**src/rtl/adc_control_nonbinary.sv**
```systemverilog
// SAR controller for a 12-bit ADC with a redundant (non-binary) cap DAC:
// one sample cycle, then 15 weighted decisions; the 4 LSB steps may be
// repeated N times and majority-voted.
// Ports: clk, rst (sync, active-high), comparator_in, avg_control[2:0]
//   -> sample, nsample, enable, conv_finished, p_switch, n_switch, result.
// Build option: define ADC_AVERAGING_EN to enable LSB averaging; without it
//   avg_control is ignored and every step takes a single cycle.
module adc_control_nonbinary #(
  parameter int MATRIX_BITS = 12
) (
  input  logic                   clk,
  input  logic                   rst,
  input  logic                   comparator_in,
  input  logic [2:0]             avg_control,
  output logic                   sample,
  output logic                   nsample,
  output logic                   enable,
  output logic                   conv_finished,
  output logic [MATRIX_BITS-1:0] p_switch,
  output logic [MATRIX_BITS-1:0] n_switch,
  output logic [MATRIX_BITS-1:0] result
);

  typedef enum logic {
    S_SAMPLE,
    S_CONVERT
  } state_t;

  state_t state_q, state_d;

  logic [3:0]             step_q, step_d;
  logic [MATRIX_BITS-1:0] acc_q, acc_d;
  logic [MATRIX_BITS-1:0] result_q, result_d;
  logic                   fin_q, fin_d;

  logic [12:0]            trial;
  logic [MATRIX_BITS-1:0] acc_upd;
  logic                   step_done;
  logic                   take;

  function automatic logic [11:0] weight(input logic [3:0] k);
    logic [11:0] w;
    unique case (k)
      4'd1:    w = 12'd2048;
      4'd2:    w = 12'd806;
      4'd3:    w = 12'd486;
      4'd4:    w = 12'd300;
      4'd5:    w = 12'd180;
      4'd6:    w = 12'd108;
      4'd7:    w = 12'd65;
      4'd8:    w = 12'd39;
      4'd9:    w = 12'd23;
      4'd10:   w = 12'd15;
      4'd11:   w = 12'd12;
      4'd12:   w = 12'd6;
      4'd13:   w = 12'd4;
      4'd14:   w = 12'd2;
      4'd15:   w = 12'd1;
      default: w = 12'd0;
    endcase
    return w;
  endfunction

  // Redundant weights sum to 4095, so acc + weight never exceeds 12 bits.
  assign trial = {1'b0, acc_q} + {1'b0, weight(step_q)};

`ifdef ADC_AVERAGING_EN
  logic [2:0] avg_q, avg_d;
  logic [5:0] rep_q, rep_d;
  logic [5:0] ones_q, ones_d;
  logic [5:0] n_cnt;
  logic [5:0] n_last;
  logic [6:0] ones_nx;
  logic       lsb;
  logic       vote;

  always_comb begin
    n_cnt = 6'd32;
    unique case (avg_q)
      3'b000:  n_cnt = 6'd1;
      3'b001:  n_cnt = 6'd4;
      3'b010:  n_cnt = 6'd8;
      3'b011:  n_cnt = 6'd16;
      default: n_cnt = 6'd32;
    endcase
  end

  assign n_last  = n_cnt - 6'd1;
  assign lsb     = (step_q >= 4'd12);
  assign ones_nx = {1'b0, ones_q} + {6'd0, comparator_in};
  // Strict majority: a tie (2*ones == N) adds nothing.
  assign vote    = ({ones_nx, 1'b0} > {2'b00, n_cnt});
  assign step_done = !lsb || (rep_q == n_last);
  assign take      = lsb ? vote : comparator_in;
`else
  logic unused_avg;

  assign unused_avg = ^avg_control;
  assign step_done  = 1'b1;
  assign take       = comparator_in;
`endif

  assign acc_upd = take ? trial[MATRIX_BITS-1:0] : acc_q;

  always_comb begin
    state_d  = state_q;
    step_d   = step_q;
    acc_d    = acc_q;
    result_d = result_q;
    fin_d    = 1'b0;
`ifdef ADC_AVERAGING_EN
    avg_d    = avg_q;
    rep_d    = rep_q;
    ones_d   = ones_q;
`endif
    unique case (state_q)
      S_SAMPLE: begin
        acc_d   = '0;
        step_d  = 4'd1;
        state_d = S_CONVERT;
`ifdef ADC_AVERAGING_EN
        avg_d   = avg_control;
        rep_d   = '0;
        ones_d  = '0;
`endif
      end
      S_CONVERT: begin
        if (step_done) begin
`ifdef ADC_AVERAGING_EN
          rep_d  = '0;
          ones_d = '0;
`endif
          if (step_q == 4'd15) begin
            result_d = acc_upd;
            fin_d    = 1'b1;
            acc_d    = '0;
            step_d   = 4'd1;
            state_d  = S_SAMPLE;
          end else begin
            acc_d  = acc_upd;
            step_d = step_q + 4'd1;
          end
        end else begin
`ifdef ADC_AVERAGING_EN
          rep_d  = rep_q + 6'd1;
          ones_d = ones_nx[5:0];
`endif
        end
      end
      default: state_d = S_SAMPLE;
    endcase
  end

  always_ff @(posedge clk) begin
    if (rst) begin
      state_q  <= S_SAMPLE;
      step_q   <= 4'd1;
      acc_q    <= '0;
      result_q <= '0;
      fin_q    <= 1'b0;
    end else begin
      state_q  <= state_d;
      step_q   <= step_d;
      acc_q    <= acc_d;
      result_q <= result_d;
      fin_q    <= fin_d;
    end
  end

`ifdef ADC_AVERAGING_EN
  always_ff @(posedge clk) begin
    if (rst) begin
      avg_q  <= 3'b000;
      rep_q  <= '0;
      ones_q <= '0;
    end else begin
      avg_q  <= avg_d;
      rep_q  <= rep_d;
      ones_q <= ones_d;
    end
  end
`endif

  assign sample        = (state_q == S_SAMPLE);
  assign nsample       = ~sample;
  assign enable        = (state_q == S_CONVERT);
  assign conv_finished = fin_q;
  assign result        = result_q;
  assign p_switch = enable ? trial[MATRIX_BITS-1:0] : '0;
  assign n_switch = enable ? ~trial[MATRIX_BITS-1:0] : '0;

endmodule

```
**config.mk**
```make
export PLATFORM = sky130hd
export DESIGN_NAME = adc_control_nonbinary
export DESIGN_NICKNAME = d
export VERILOG_FILES = /design/src/rtl/adc_control_nonbinary.sv
export SDC_FILE = /design/constraint.sdc
export NUM_CORES = 1
export LEC_CHECK = 0
export ABC_AREA = 0
export CAP_MARGIN = 0
export CORE_MARGIN = 2
export CORE_UTILIZATION = 53
export CTS_BUF_LIST = sky130_fd_sc_hd__clkbuf_4
export CTS_CLUSTER_DIAMETER = 30
export DETAILED_ROUTE_END_ITERATION = 12
export HOLD_SLACK_MARGIN = 0.08
export PLACE_DENSITY_LB_ADDON = 0.3
export SLEW_MARGIN = 0
export SYNTH_ARGS = -nofsm -noshare
export SYNTH_HDL_FRONTEND = slang
export SYNTH_SLANG_ARGS = --single-unit
```
**constraint.sdc**
```tcl
create_clock -name clk -period 3.74 [get_ports clk]
set_clock_uncertainty 0.15 [all_clocks]
set_input_delay 1.122 -clock clk [delete_from_list [all_inputs] [get_ports clk]]
set_output_delay 1.122 -clock clk [all_outputs]
set_load 0.03 [all_outputs]
```
* Yosys cells after proc, flatten, opt, wreduce, memory -nomap -nowiden
Memory sizes are Yosys's and may differ from the RTL's. A register that Yosys moved wholly into a read port is not among the register bits.
Index checks and enable logic that the tools add are counted.
** Storage, ports and cells
- Register bits :: 30
- Bits in latches :: 0
- RAM bits :: 0
- Bits in read-only memories :: 176
- Output and inout bits :: 40
- Memories :: 1
** Operators by class
- Add/sub/neg operators :: 2
- Multipliers :: 0
- Div/mod/pow operators :: 0
- $lt $le $gt $ge :: 0
- Eq/ne operators :: 1
- Shift-type cells :: 0
- Multiplexer cells :: 11
- Bitwise logic cells :: 2
- Reduce and logical (&&, ||, !) cells :: 2
** Memory list
- (no name shown) :: words 16, width 11, read ports 1, clocked after Yosys merged registers in 1, write ports 0, RTL line 43 : unique case (k)
** Operators by type and width (count)
- 12-bit two-way mux :: 4
- 12-bit case mux with 2 select lines :: 1
- 12-bit adder :: 1
- 12-bit NOT :: 1
- 4-bit two-way mux :: 2
- 4-bit case mux with 2 select lines :: 1
- 4-bit by 1-bit adder with 4-bit output (second input constant) :: 1
- 4-bit equality test (second input constant) :: 1
- 1-bit two-way mux :: 2
- 1-bit case mux with 2 select lines :: 1
- 2-bit AND reduction :: 1
- 2-bit OR reduction :: 1
- 1-bit NOT :: 1

* Logic depth before layout (Yosys ltp)
Gate-level depths: netlist of the first run.
- Depth after elaboration :: 4
- Depth in mapped cells :: 8

* Worst setup path after synthesis of the first run
Ideal clock, no wire load.
- Kind :: reg2out
- Start point :: register acc_q[0]
- End point :: output n_switch[10]
- Data arrival time :: 2.192 ns
- Data required time :: 2.468 ns
- Slack :: 0.276 ns
- Cell stages (with the launch flop) :: 9
- Cell sequence :: dfxtp_1 ha_1 fa_1 a211oi_2 nor3_1 a2111oi_2 o21a_1 xnor2_1 nor2_1
** On the way
- Word-level cells in the longest chain between the ends :: 3
** RTL lines
- start: declaration :: RTL line 32 : logic [MATRIX_BITS-1:0] acc_q, acc_d;
- start signal: assignment :: RTL line 158 : acc_q <= '0;
- start signal: assignment :: RTL line 164 : acc_q <= acc_d;
- 12-bit adder :: RTL line 65 : assign trial = {1'b0, acc_q} + {1'b0, weight(step_q)};
- 12-bit NOT :: RTL line 190 : assign n_switch = enable ? ~trial[MATRIX_BITS-1:0] : '0;
- 12-bit two-way mux :: RTL line 190
- end: declaration :: RTL line 20 : output logic [MATRIX_BITS-1:0] n_switch,
Every way passes these cells.

* Final worst setup path of the first run
- Start point :: register acc_q[0]
- End point :: output p_switch[10]
** On the way
- Word-level cells in the longest chain between the ends :: 2
** RTL lines
- 12-bit adder :: RTL line 65
- 12-bit two-way mux :: RTL line 189 : assign p_switch = enable ? trial[MATRIX_BITS-1:0] : '0;
- end: declaration :: RTL line 19 : output logic [MATRIX_BITS-1:0] p_switch,
Every way passes these cells.

==> flow_summary.rst, run 1 <==
.. list-table::
   :header-rows: 1

   * - Metric
     - Value
   * - Count of unresolved DRC violations after routing
     - 0
   * - CTS tree
     - built
   * - Slowest cell on the critical path
     - sky130_fd_sc_hd__fa_2
   * - Worst-path clk slew
     - 110 ps
   * - R2R depth
     - 10
   * - Congestion Overflow GR
     - 0
   * - Power per Cell Area
     - 301 nW/um^2
   * - Met1 track utilization from global routing
     - 31.5%
   * - Final antenna diode count
     - 0
   * - Type of element capturing the critical path
     - primary output
   * - Reported max-cap violation count
     - 0
   * - Critical path class
     - flip-flop to primary output
   * - CTS Buf Count
     - 5
   * - Share of layout cells above drive strength 1
     - 22.7%
   * - Period minus WS final
     - 3840 ps
   * - Largest net degree at the start of global routing
     - 18
   * - Vias per inst
     - 5.63
   * - CP max FO
     - 2
   * - Global placer's final weighted congestion
     - 0.962
   * - Number of instances in the synthesized netlist
     - 262
   * - Reg2Reg Capture Point
     - result[8]
   * - Number of DRC violations after detailed-routing iteration 0
     - 159
   * - Vias in the first global route
     - 1840
   * - All-layer global routing usage
     - 25.8%
   * - Kind of start point of the critical path
     - flip-flop
   * - Number of port buffers
     - 42
   * - Number of H-tree levels
     - 2
   * - Max IR drop VDD
     - 0.000241 V
   * - Synthesized netlist net count
     - 280
   * - WP data arrival
     - 2570 ps
   * - Global-route layer with the greatest usage
     - met2
   * - Sequential cell area fraction in the yosys report
     - 37.7%
   * - Count of unique library cells instantiated by Yosys
     - 45
   * - Global-route wire length before repair
     - 8770 um
   * - Worst-Margin Slew
     - 539 ps
   * - Rel. slew slack
     - 64.0%
   * - Critical register-to-register path startpoint
     - acc_q[0]
   * - Hold path cells
     - 2
   * - Pre-Repair DR Iteration Count
     - 4
   * - Post-synthesis area per instance
     - 8.31 sq um
   * - HPWL after detailed placement
     - 3680 um
   * - Share of flip-flops with an asynchronous set or reset
     - 0%
   * - FP Rows
     - 23
   * - Ordered list of cells on the worst path
     - ha_4 -> fa_2 -> a211oi_4 -> buf_6 -> nor3_4 -> a2111oi_4 -> o21a_1 -> xnor2_2 -> and2_4 -> buf_6
   * - Number of antenna violations at the first check in global routing
     - 0
   * - Antenna Violating Nets Remaining
     - 0
   * - Failing checks
     - negative setup slack
   * - Origin of the worst min-delay path
     - result[2]
   * - Max clock buf depth
     - 2
   * - Worst setup slack after layout
     - -101 ps
   * - Clock sink count
     - 41
   * - Final nets
     - 339
   * - Final-layout setup total negative slack
     - -332 ps
   * - Setup Viol. Count Final
     - 6
   * - Detail-routed net length per standard cell
     - 15.2 um
   * - Placeable Area
     - 3970 sq um
   * - Main flop type after synthesis
     - sky130_fd_sc_hd__dfxtp_1
   * - Die Y-Extent
     - 68.1 um
   * - Status
     - finished with violations
   * - End point of the most critical hold path
     - result[2]
   * - Die Footprint
     - 4640 sq um
   * - Post-route clock period utilization
     - 103%
   * - Netlist Area Pre-Place
     - 2180 sq um
   * - Path category of the worst min-delay check
     - flip-flop to flip-flop
   * - Number of synthesized flops with an enable pin
     - 0
   * - Worst slack on hold paths
     - 352 ps
   * - Fin util
     - 75.0%
   * - Worst stage delay on the critical path
     - 370 ps
   * - Synth Register Bits
     - 41
   * - Number of hold violations in the final report
     - 0
   * - Top-Level Pins
     - 46
   * - Synth-to-Final Area Change
     - 36.7%
   * - Unrepaired setup endpoints after global routing
     - true
   * - Maximum operating frequency
     - 260 MHz
   * - Post-CTS Hold Fix Bufs
     - 0
   * - Initial core utilization
     - 54.9%
   * - Clock latency reported for the late side of the worst-skew pair
     - 370 ps
   * - Met3 routing resource usage after global routing
     - 5.76%
   * - Required arrival time at the worst endpoint
     - 2470 ps
   * - Leakage
     - 1.31 nW
   * - Post-Route WL
     - 5650 um
   * - Clock root cell
     - sky130_fd_sc_hd__clkbuf_4
   * - Internal reg-to-reg setup slack
     - 1140 ps
   * - Critical path's most frequent cell
     - sky130_fd_sc_hd__buf_6
   * - Syn. warnings
     - 0
   * - DIE WIDTH
     - 68.1 um
   * - Fin cells
     - 372
   * - Pwr Total
     - 0.895 mW
   * - Number of slew-limit violations in the final report
     - 0
   * - Via count
     - 2093
   * - Total placed cells including tap cells
     - 352
   * - Met2 Usage GRT
     - 44.8%
## worst max-delay path by stage
stage	startpoint	endpoint	slack [ps]	cells past startpoint
after detailed placement	acc_q[1]	n_switch[11]	40	8
final	acc_q[0]	p_switch[10]	-100	10
after CTS	acc_q[0]	p_switch[10]	-130	10
after floorplan	acc_q[0]	n_switch[10]	280	8
after global routing	acc_q[0]	p_switch[10]	-210	10
after global placement	acc_q[0]	n_switch[6]	60	8
## kinds of logic after synthesis
kind of cell               Yosys count  share of synthesized area (%)
muxes                                8                           3.68
xor gates and xnor gates            12                           4.82
buffers and inverters               20                           3.91
adders and majority gates           12                           7.24
and+or+nand+nor                    107                           23.1
DFF                                 41                           37.7
AOI/OAI and AO/OA                   62                           19.5
## worst max-delay path, delay by kind of cell, from the launching register on
family / cells / cell delay, ps
AOI/OAI and AO/OA: 3 / 730
and+or+nand+nor: 2 / 210
adders and majority gates: 2 / 530
DFF: 1 / 350
xor gates and xnor gates: 1 / 140
buffers and inverters: 2 / 260
## layout make-up
cell class	count	area [sq um]
Multi-Input combinational cell	201	1420
Fill cell	290	993
Sequential cell	41	830
Timing Repair Buffer	65	582
Tap cell	50	62.6
Clock buffer	6	45.0
Inverter	7	26.3
Clock inverter	2	10.0
## where the power goes
part           total [mW]  leakage, nW  internal [mW]  switching [mW]
clock               0.227       0.0354         0.0789           0.148
combinational       0.211        0.934         0.0839           0.127
sequential          0.458        0.335          0.449         0.00908
total               0.895         1.31          0.611           0.284
## stage by stage
| step | instance area, sq um | setup WS [ps] |
|---|---|---|
| finish | 2980 | -101 |
| global route | 2980 | -209 |
| CTS | 2860 | -132 |
| detailed placement | 2670 | 41.5 |
| global placement | 2670 | 58.3 |
| floorplan | 2180 | 276 |
## per-layer routing
layer  part of all wire [%]  wire (um)  vias to the layer above
met2                     51       2880                       54
met5                      0          0                        -
met4                    1.3         76                        0
met1                     43       2440                      996
li1                       -          -                     1036
met3                    4.4        247                        7
## cell usage after synthesis (4+ instances only)
library cell,number,area (sq um)
sky130_fd_sc_hd__o22ai_1,4,25.0
sky130_fd_sc_hd__dfxtp_1,41,821
sky130_fd_sc_hd__ha_1,11,138
sky130_fd_sc_hd__nand3_1,5,25.0
sky130_fd_sc_hd__nor2_1,52,195
sky130_fd_sc_hd__inv_1,7,26.3
sky130_fd_sc_hd__mux2i_1,8,80.1
sky130_fd_sc_hd__o21a_1,4,30.0
sky130_fd_sc_hd__nand2_1,14,52.6
sky130_fd_sc_hd__a21oi_1,15,75.1
sky130_fd_sc_hd__xor2_1,4,35.0
sky130_fd_sc_hd__a21o_1,4,30.0
sky130_fd_sc_hd__buf_2,4,20.0
sky130_fd_sc_hd__clkbuf_1,6,22.5
sky130_fd_sc_hd__a211oi_1,12,90.1
sky130_fd_sc_hd__xnor2_1,8,70.1
sky130_fd_sc_hd__and2_1,13,81.3
sky130_fd_sc_hd__nor3_1,6,30.0
sky130_fd_sc_hd__o21ai_0,9,45.0
## placed cells by master, fill, tap and decap left out, types with 3 or more instances in the layout
| master | instances |
|---|---|
| sky130_fd_sc_hd__ha_2 | 3 |
| sky130_fd_sc_hd__xor2_1 | 4 |
| sky130_fd_sc_hd__o21ai_0 | 9 |
| sky130_fd_sc_hd__nand4_1 | 3 |
| sky130_fd_sc_hd__buf_6 | 7 |
| sky130_fd_sc_hd__clkdlybuf4s50_1 | 23 |
| sky130_fd_sc_hd__clkbuf_4 | 6 |
| sky130_fd_sc_hd__and2_1 | 11 |
| sky130_fd_sc_hd__buf_4 | 24 |
| sky130_fd_sc_hd__nand2b_1 | 3 |
| sky130_fd_sc_hd__o22ai_1 | 4 |
| sky130_fd_sc_hd__mux2i_1 | 8 |
| sky130_fd_sc_hd__nand2_1 | 14 |
| sky130_fd_sc_hd__inv_1 | 7 |
| sky130_fd_sc_hd__nor2_1 | 52 |
| sky130_fd_sc_hd__nor3_1 | 5 |
| sky130_fd_sc_hd__ha_1 | 5 |
| sky130_fd_sc_hd__a211oi_1 | 11 |
| sky130_fd_sc_hd__xnor2_1 | 6 |
| sky130_fd_sc_hd__dfxtp_1 | 38 |
| sky130_fd_sc_hd__a21o_1 | 4 |
| sky130_fd_sc_hd__o21a_1 | 4 |
| sky130_fd_sc_hd__nand3_1 | 5 |
| sky130_fd_sc_hd__dlygate4sd2_1 | 3 |
| sky130_fd_sc_hd__a21oi_2 | 3 |
| sky130_fd_sc_hd__a21oi_1 | 11 |
| sky130_fd_sc_hd__clkbuf_2 | 3 |
| sky130_fd_sc_hd__ha_4 | 3 |
## what timing repair did
item                       CTS  global route
setup endpoints to repair   16            18
gates resized for setup     33            36
pin swaps                   20            18
buffers inserted             9             4
No activity file was read; power rests on OpenSTA's default activity.
==> run 2: changes to the inputs <==
--- a/config.mk
+++ b/config.mk
@@ -8,10 +8,11 @@
 export ABC_AREA = 0
 export CAP_MARGIN = 0
 export CORE_MARGIN = 2
-export CORE_UTILIZATION = 53
+export CORE_UTILIZATION = 65
 export CTS_BUF_LIST = sky130_fd_sc_hd__clkbuf_4
 export CTS_CLUSTER_DIAMETER = 30
 export DETAILED_ROUTE_END_ITERATION = 12
+export DONT_BUFFER_PORTS = 1
 export HOLD_SLACK_MARGIN = 0.08
 export PLACE_DENSITY_LB_ADDON = 0.3
 export SLEW_MARGIN = 0
==> run 2 against run 1 <==
The flow still finishes with violations (negative setup slack); combinational power shrank 16%; worst setup slack gained 73 ps; largest power group unchanged; total power grew 2.8%; final cell count shrank 13%; global-route usage increased by 2.1 points; via count is 7.0% lower; die area decreased by 17%; clock-buffer cell count decreased by 1; critical endpoint is now n_switch[8]; hold slack better by 33 ps; sequential share of layout area is 4.8 points higher; register-to-register slack better by 60 ps.
==> flow_summary.rst, run 2 (same netlist as run 1, synthesis figures left out) <==
.. list-table::
   :header-rows: 1

   * - Metric
     - Value
   * - Rel. slew slack
     - 23.5%
   * - Setup Viol. Count Final
     - 2
   * - Post-CTS Hold Fix Bufs
     - 0
   * - Placeable Area
     - 3280 sq um
   * - Fin util
     - 76.8%
   * - Worst path bufs/invs
     - 2
   * - FF/Latch Area
     - 825 sq um
   * - Vias in the first global route
     - 1699
   * - Initial core utilization
     - 66.3%
   * - Number of antenna violations at the first check in global routing
     - 0
   * - Global-route layer with the greatest usage
     - met2
   * - Final nets
     - 295
   * - Most common cell after layout, fill and taps aside
     - sky130_fd_sc_hd__nor2_1
   * - Count of filler cells inserted in the layout
     - 218
   * - Post-route clock period utilization
     - 101%
   * - Number of hold violations in the final report
     - 0
   * - CP max FO
     - 3
   * - Worst stage delay on the critical path
     - 370 ps
   * - CTS Buf Count
     - 5
   * - Pre-Repair DR Iteration Count
     - 7
   * - Total placed cells including tap cells
     - 311
   * - Gate power share
     - 19.3%
   * - Share of layout cells above drive strength 1
     - 19.5%
   * - Failing checks
     - negative setup slack
   * - Detail-routed net length per standard cell
     - 15.7 um
   * - Switching power
     - 0.273 mW
   * - Vias per inst
     - 6.03
   * - Congestion Overflow GR
     - 0
   * - Pint
     - 0.647 mW
   * - Worst setup slack after layout
     - -28.2 ps
   * - FP Rows
     - 21
   * - Antenna Violating Nets Remaining
     - 0
   * - Clock sink count
     - 41
   * - Max clock buf depth
     - 2
   * - Number of DRC violations after detailed-routing iteration 0
     - 148
   * - Slowest cell on the critical path
     - sky130_fd_sc_hd__fa_2
   * - Synth-to-Final Area Change
     - 15.8%
   * - Largest net degree at the start of global routing
     - 22
   * - Final-layout setup total negative slack
     - -31.3 ps
   * - Worst-Margin Slew
     - 1140 ps
   * - Final antenna diode count
     - 0
   * - Met1 track utilization from global routing
     - 35.1%
   * - Global placer's final weighted congestion
     - 0.942
   * - Clk pwr share
     - 31.0%
   * - HPWL after detailed placement
     - 3340 um
   * - Worst slack on hold paths
     - 385 ps
   * - Unrepaired setup endpoints after global routing
     - true
   * - CTS tree
     - built
   * - Status
     - finished with violations
   * - Via count
     - 1947
   * - Clock root cell
     - sky130_fd_sc_hd__clkbuf_4
   * - Post-Route WL
     - 5080 um
   * - Global-route wire length before repair
     - 7760 um
   * - Power per Cell Area
     - 365 nW/um^2
   * - Max IR drop VDD
     - 0.000254 V
   * - Cell family contributing the most delay on the critical path
     - compound AO/OA/AOI/OAI gates
   * - All-layer global routing usage
     - 27.9%
   * - Worst-path clk slew
     - 120 ps
   * - Clock latency reported for the late side of the worst-skew pair
     - 360 ps
   * - Fin cells
     - 323
   * - Number of port buffers
     - 0
   * - Met3 routing resource usage after global routing
     - 5.59%
   * - Die Footprint
     - 3830 sq um
   * - Maximum operating frequency
     - 265 MHz
   * - Leakage
     - 1.09 nW
   * - Count of unresolved DRC violations after routing
     - 0
   * - WP data arrival
     - 2500 ps
   * - Number of H-tree levels
     - 2
   * - Required arrival time at the worst endpoint
     - 2470 ps
   * - Critical path class
     - flip-flop to primary output
   * - Reported max-cap violation count
     - 0
   * - Part of the total power dissipated in sequential elements
     - 49.7%
   * - Number of slew-limit violations in the final report
     - 0
   * - Period minus WS final
     - 3770 ps
   * - Pwr Total
     - 0.920 mW
   * - Multi-input gate area in the final layout
     - 1380 sq um
   * - Met2 Usage GRT
     - 47.2%
   * - Type of element capturing the critical path
     - primary output
   * - Die Y-Extent
     - 61.9 um
   * - Kind of start point of the critical path
     - flip-flop
   * - Top-Level Pins
     - 46
   * - Share of total power consumed by net switching
     - 29.7%
   * - Path category of the worst min-delay check
     - flip-flop to flip-flop
   * - Commonest cells after routing, fill and taps aside
     - sky130_fd_sc_hd__nor2_1, sky130_fd_sc_hd__dfxtp_1, sky130_fd_sc_hd__buf_4
   * - DIE WIDTH
     - 61.9 um
   * - Ordered list of cells on the worst path
     - ha_4 -> fa_2 -> a211oi_4 -> buf_6 -> nor2_4 -> o22a_1 -> a21oi_2 -> xnor2_2 -> nor2_1 -> buf_4
==> run 2: power groups by stage <==
stage	clock network, mW	registers (mW)	logic (mW)
finish	0.286	0.457	0.177
global route	0.301	0.459	0.192
CTS	0.281	0.457	0.166
detailed placement	0	0.467	0.162
global placement	0	0.467	0.159
floorplan	0	0.466	0.132
==> run 2: path summary, 6_finish.rpt <==
path / cells after the start / startpoint / slack (ps) / endpoint
max reg2reg: 10 / acc_q[0] / 1200 / result[8]
min: 2 / acc_q[9] / 380 / acc_q[9]
min reg2reg: 2 / acc_q[9] / 380 / acc_q[9]
max: 10 / acc_q[0] / -30 / n_switch[8]
==> run 2: metal layers <==
layer	vias to the layer above	wire, um
met4	0	107
met5	-	0
met3	12	223
li1	951	-
met1	922	2200
met2	62	2550
==> run 2: worst min-delay path, stage by stage, from the launching register on <==
cell and delay [ps]:
sky130_fd_sc_hd__dfxtp_1 340, sky130_fd_sc_hd__nand2b_1 90, sky130_fd_sc_hd__o22ai_1 80
==> run 2: final cells by class <==
cell class                 count  area share (%)
clock buffer                   5            1.49
timing repair buffer          21            6.40
sequential                    41            32.7
inverter                       7            1.04
tap                           46            2.28
clock inverter                 2            1.39
multi-input combinational    201            54.7
==> run 2: what timing repair did <==
item                       in CTS  in global routing
gates resized for setup        17                 13
setup endpoints to repair       7                 12
pin swaps                       9                 11
buffers inserted                4                  1
==> run 2: per-stage QoR <==
step,setup WS [ps],cell area [sq um]
after floorplan,276,2180
after global placement,150,2300
after detailed placement,106,2300
after CTS,-16.6,2460
after global routing,-138,2520
final,-28.2,2520
==> run 3: changes to the inputs <==
--- a/config.mk
+++ b/config.mk
@@ -8,7 +8,7 @@
 export ABC_AREA = 0
 export CAP_MARGIN = 0
 export CORE_MARGIN = 2
-export CORE_UTILIZATION = 65
+export CORE_UTILIZATION = 55
 export CTS_BUF_LIST = sky130_fd_sc_hd__clkbuf_4
 export CTS_CLUSTER_DIAMETER = 30
 export DETAILED_ROUTE_END_ITERATION = 12
==> run 3 against run 2 <==
The run still ends with negative setup slack left; sequential cell count stayed put; global-route usage is 2.1 points lower; critical path type unchanged; register-to-register slack worse by 1100 ps; critical endpoint unchanged; sequential power hardly changed; hold slack better by 1.5 ps.
==> flow_summary.rst, run 3 (same netlist as run 1, synthesis figures left out) <==
.. list-table::
   :header-rows: 1

   * - Metric
     - Value
   * - Path category of the worst min-delay check
     - flip-flop to flip-flop
   * - Worst-case setup slack after placement
     - 147 ps
   * - Setup Viol. Count Final
     - 3
   * - Period minus WS final
     - 3780 ps
   * - Type of element capturing the critical path
     - primary output
   * - Clock root cell
     - sky130_fd_sc_hd__clkbuf_4
   * - CTS tree
     - built
   * - FF/Latch Area
     - 825 sq um
   * - Leakage
     - 1.15 nW
   * - Clock latency reported for the late side of the worst-skew pair
     - 370 ps
   * - Final nets
     - 310
   * - Worst slack on hold paths
     - 386 ps
   * - Critical register-to-register path startpoint
     - acc_q[0]
   * - Number of slew-limit violations in the final report
     - 0
   * - Unrepaired setup endpoints after global routing
     - true
   * - Number of H-tree levels
     - 2
   * - FP Rows
     - 22
   * - All-layer global routing usage
     - 25.8%
   * - Share of layout cells above drive strength 1
     - 26.0%
   * - Via count
     - 1985
   * - DIE WIDTH
     - 66.9 um
   * - Clock sink count
     - 41
   * - Congestion Overflow GR
     - 0
   * - Status
     - finished with violations
   * - Maximum operating frequency
     - 264 MHz
   * - Internal reg-to-reg setup slack
     - 110 ps
   * - Number of port buffers
     - 0
   * - Global placer's final weighted congestion
     - 0.856
   * - Final antenna diode count
     - 0
   * - Number of antenna violations at the first check in global routing
     - 0
   * - Worst-path clk slew
     - 130 ps
   * - Synth-to-Final Area Change
     - 23.1%
   * - Required arrival time at the worst endpoint
     - 2470 ps
   * - Largest net degree at the start of global routing
     - 22
   * - CP max FO
     - 2
   * - Rel. slew slack
     - 22.1%
   * - Fin cells
     - 340
   * - Detail-routed net length per standard cell
     - 16.9 um
   * - Max clock buf depth
     - 2
   * - Count of unresolved DRC violations after routing
     - 0
   * - Power per Cell Area
     - 349 nW/um^2
   * - Post-route clock period utilization
     - 101%
   * - Failing checks
     - negative setup slack
   * - Post-layout instance area
     - 2680 sq um
   * - Post-Route WL
     - 5750 um
   * - Antenna Violating Nets Remaining
     - 0
   * - Reg2Reg Capture Point
     - result[10]
   * - Number of DRC violations after detailed-routing iteration 0
     - 124
   * - Commonest cells after routing, fill and taps aside
     - sky130_fd_sc_hd__nor2_1, sky130_fd_sc_hd__dfxtp_1, sky130_fd_sc_hd__buf_4
   * - Fin util
     - 71.7%
   * - Post-CTS Hold Fix Bufs
     - 0
   * - Worst stage delay on the critical path
     - 370 ps
   * - Max IR drop VDD
     - 0.000220 V
   * - Vias per inst
     - 5.84
   * - Instance area after placement
     - 2290 sq um
   * - Top-Level Pins
     - 46
   * - Kind of start point of the critical path
     - flip-flop
   * - Reported max-cap violation count
     - 0
   * - Total placed cells including tap cells
     - 312
   * - Initial core utilization
     - 58.2%
   * - Worst-Margin Slew
     - 1160 ps
   * - Pwr Total
     - 0.936 mW
   * - Worst setup slack after layout
     - -44.2 ps
   * - Number of hold violations in the final report
     - 0
   * - Placeable Area
     - 3740 sq um
   * - Ordered list of cells on the worst path
     - ha_4 -> fa_2 -> a211oi_4 -> buf_6 -> nor2_4 -> o22a_1 -> a21oi_2 -> xnor2_2 -> nor2_1 -> buf_4
   * - Origin of the worst min-delay path
     - acc_q[9]
   * - Multi-input gate area in the final layout
     - 1430 sq um
   * - Die Footprint
     - 4480 sq um
   * - Pre-Repair DR Iteration Count
     - 4
   * - R2R depth
     - 22
   * - Hold path cells
     - 2
   * - HPWL after detailed placement
     - 3410 um
   * - Critical path class
     - flip-flop to primary output
   * - End point of the most critical hold path
     - acc_q[9]
   * - Final-layout setup total negative slack
     - -70.4 ps
   * - Vias in the first global route
     - 1856
   * - Slowest cell on the critical path
     - sky130_fd_sc_hd__fa_2
   * - Most common cell after layout, fill and taps aside
     - sky130_fd_sc_hd__nor2_1
   * - Global-route wire length before repair
     - 8560 um
   * - CTS Buf Count
     - 5
   * - WP data arrival
     - 2510 ps
   * - Count of filler cells inserted in the layout
     - 301
   * - Die Y-Extent
     - 66.9 um
==> run 3: worst max-delay path by stage <==
stage | from | endpoint | slack (ps) | depth (start not counted)
floorplan | acc_q[0] | n_switch[10] | 280 | 8
global placement | acc_q[0] | p_switch[10] | 150 | 8
detailed placement | acc_q[0] | p_switch[10] | 150 | 8
CTS | acc_q[0] | n_switch[10] | -80 | 9
global route | acc_q[0] | n_switch[8] | -130 | 10
finish | acc_q[0] | n_switch[8] | -40 | 10
==> run 3: area by class of cell <==
class / count / share of cell area (%)
sequential: 41 / 30.7
clock buffer: 5 / 1.40
timing repair buffer: 36 / 10.2
clock inverter: 2 / 1.31
multi-input combinational: 201 / 53.1
inverter: 7 / 0.979
tap: 48 / 2.24
==> run 3: what timing repair did <==
action | 4_1_cts | 5_1_grt
endpoints found under the setup margin | 9 | 12
endpoints found under the hold margin | 0 | 0
buffers inserted | 18 | 3
resized for setup | 16 | 23
pin swaps | 10 | 16
==> run 3: critical path, delay by kind of cell (launching register included) <==
family / cells / cell delay (ps)
adders and majority gates: 2 / 530
xor gates and xnor gates: 1 / 140
buffers and inverters: 2 / 340
and+or+nand+nor: 2 / 90
DFF: 1 / 360
AOI/OAI and AO/OA: 3 / 680
==> run 3: layer usage <==
metal	vias up	GRT usage (%)	part of all wire, %
met5	-	0	0
met4	0	8.93	2.2
met3	11	6.42	4.0
met2	51	44.5	51
met1	948	30.9	43
li1	975	-	-
==> run 3: power by group <==
part / switching, mW / leakage (nW) / total [mW] / internal [mW]
sequential: 0.00935 / 0.335 / 0.459 / 0.449
clock: 0.150 / 0.0410 / 0.286 / 0.136
combinational: 0.121 / 0.776 / 0.192 / 0.0704
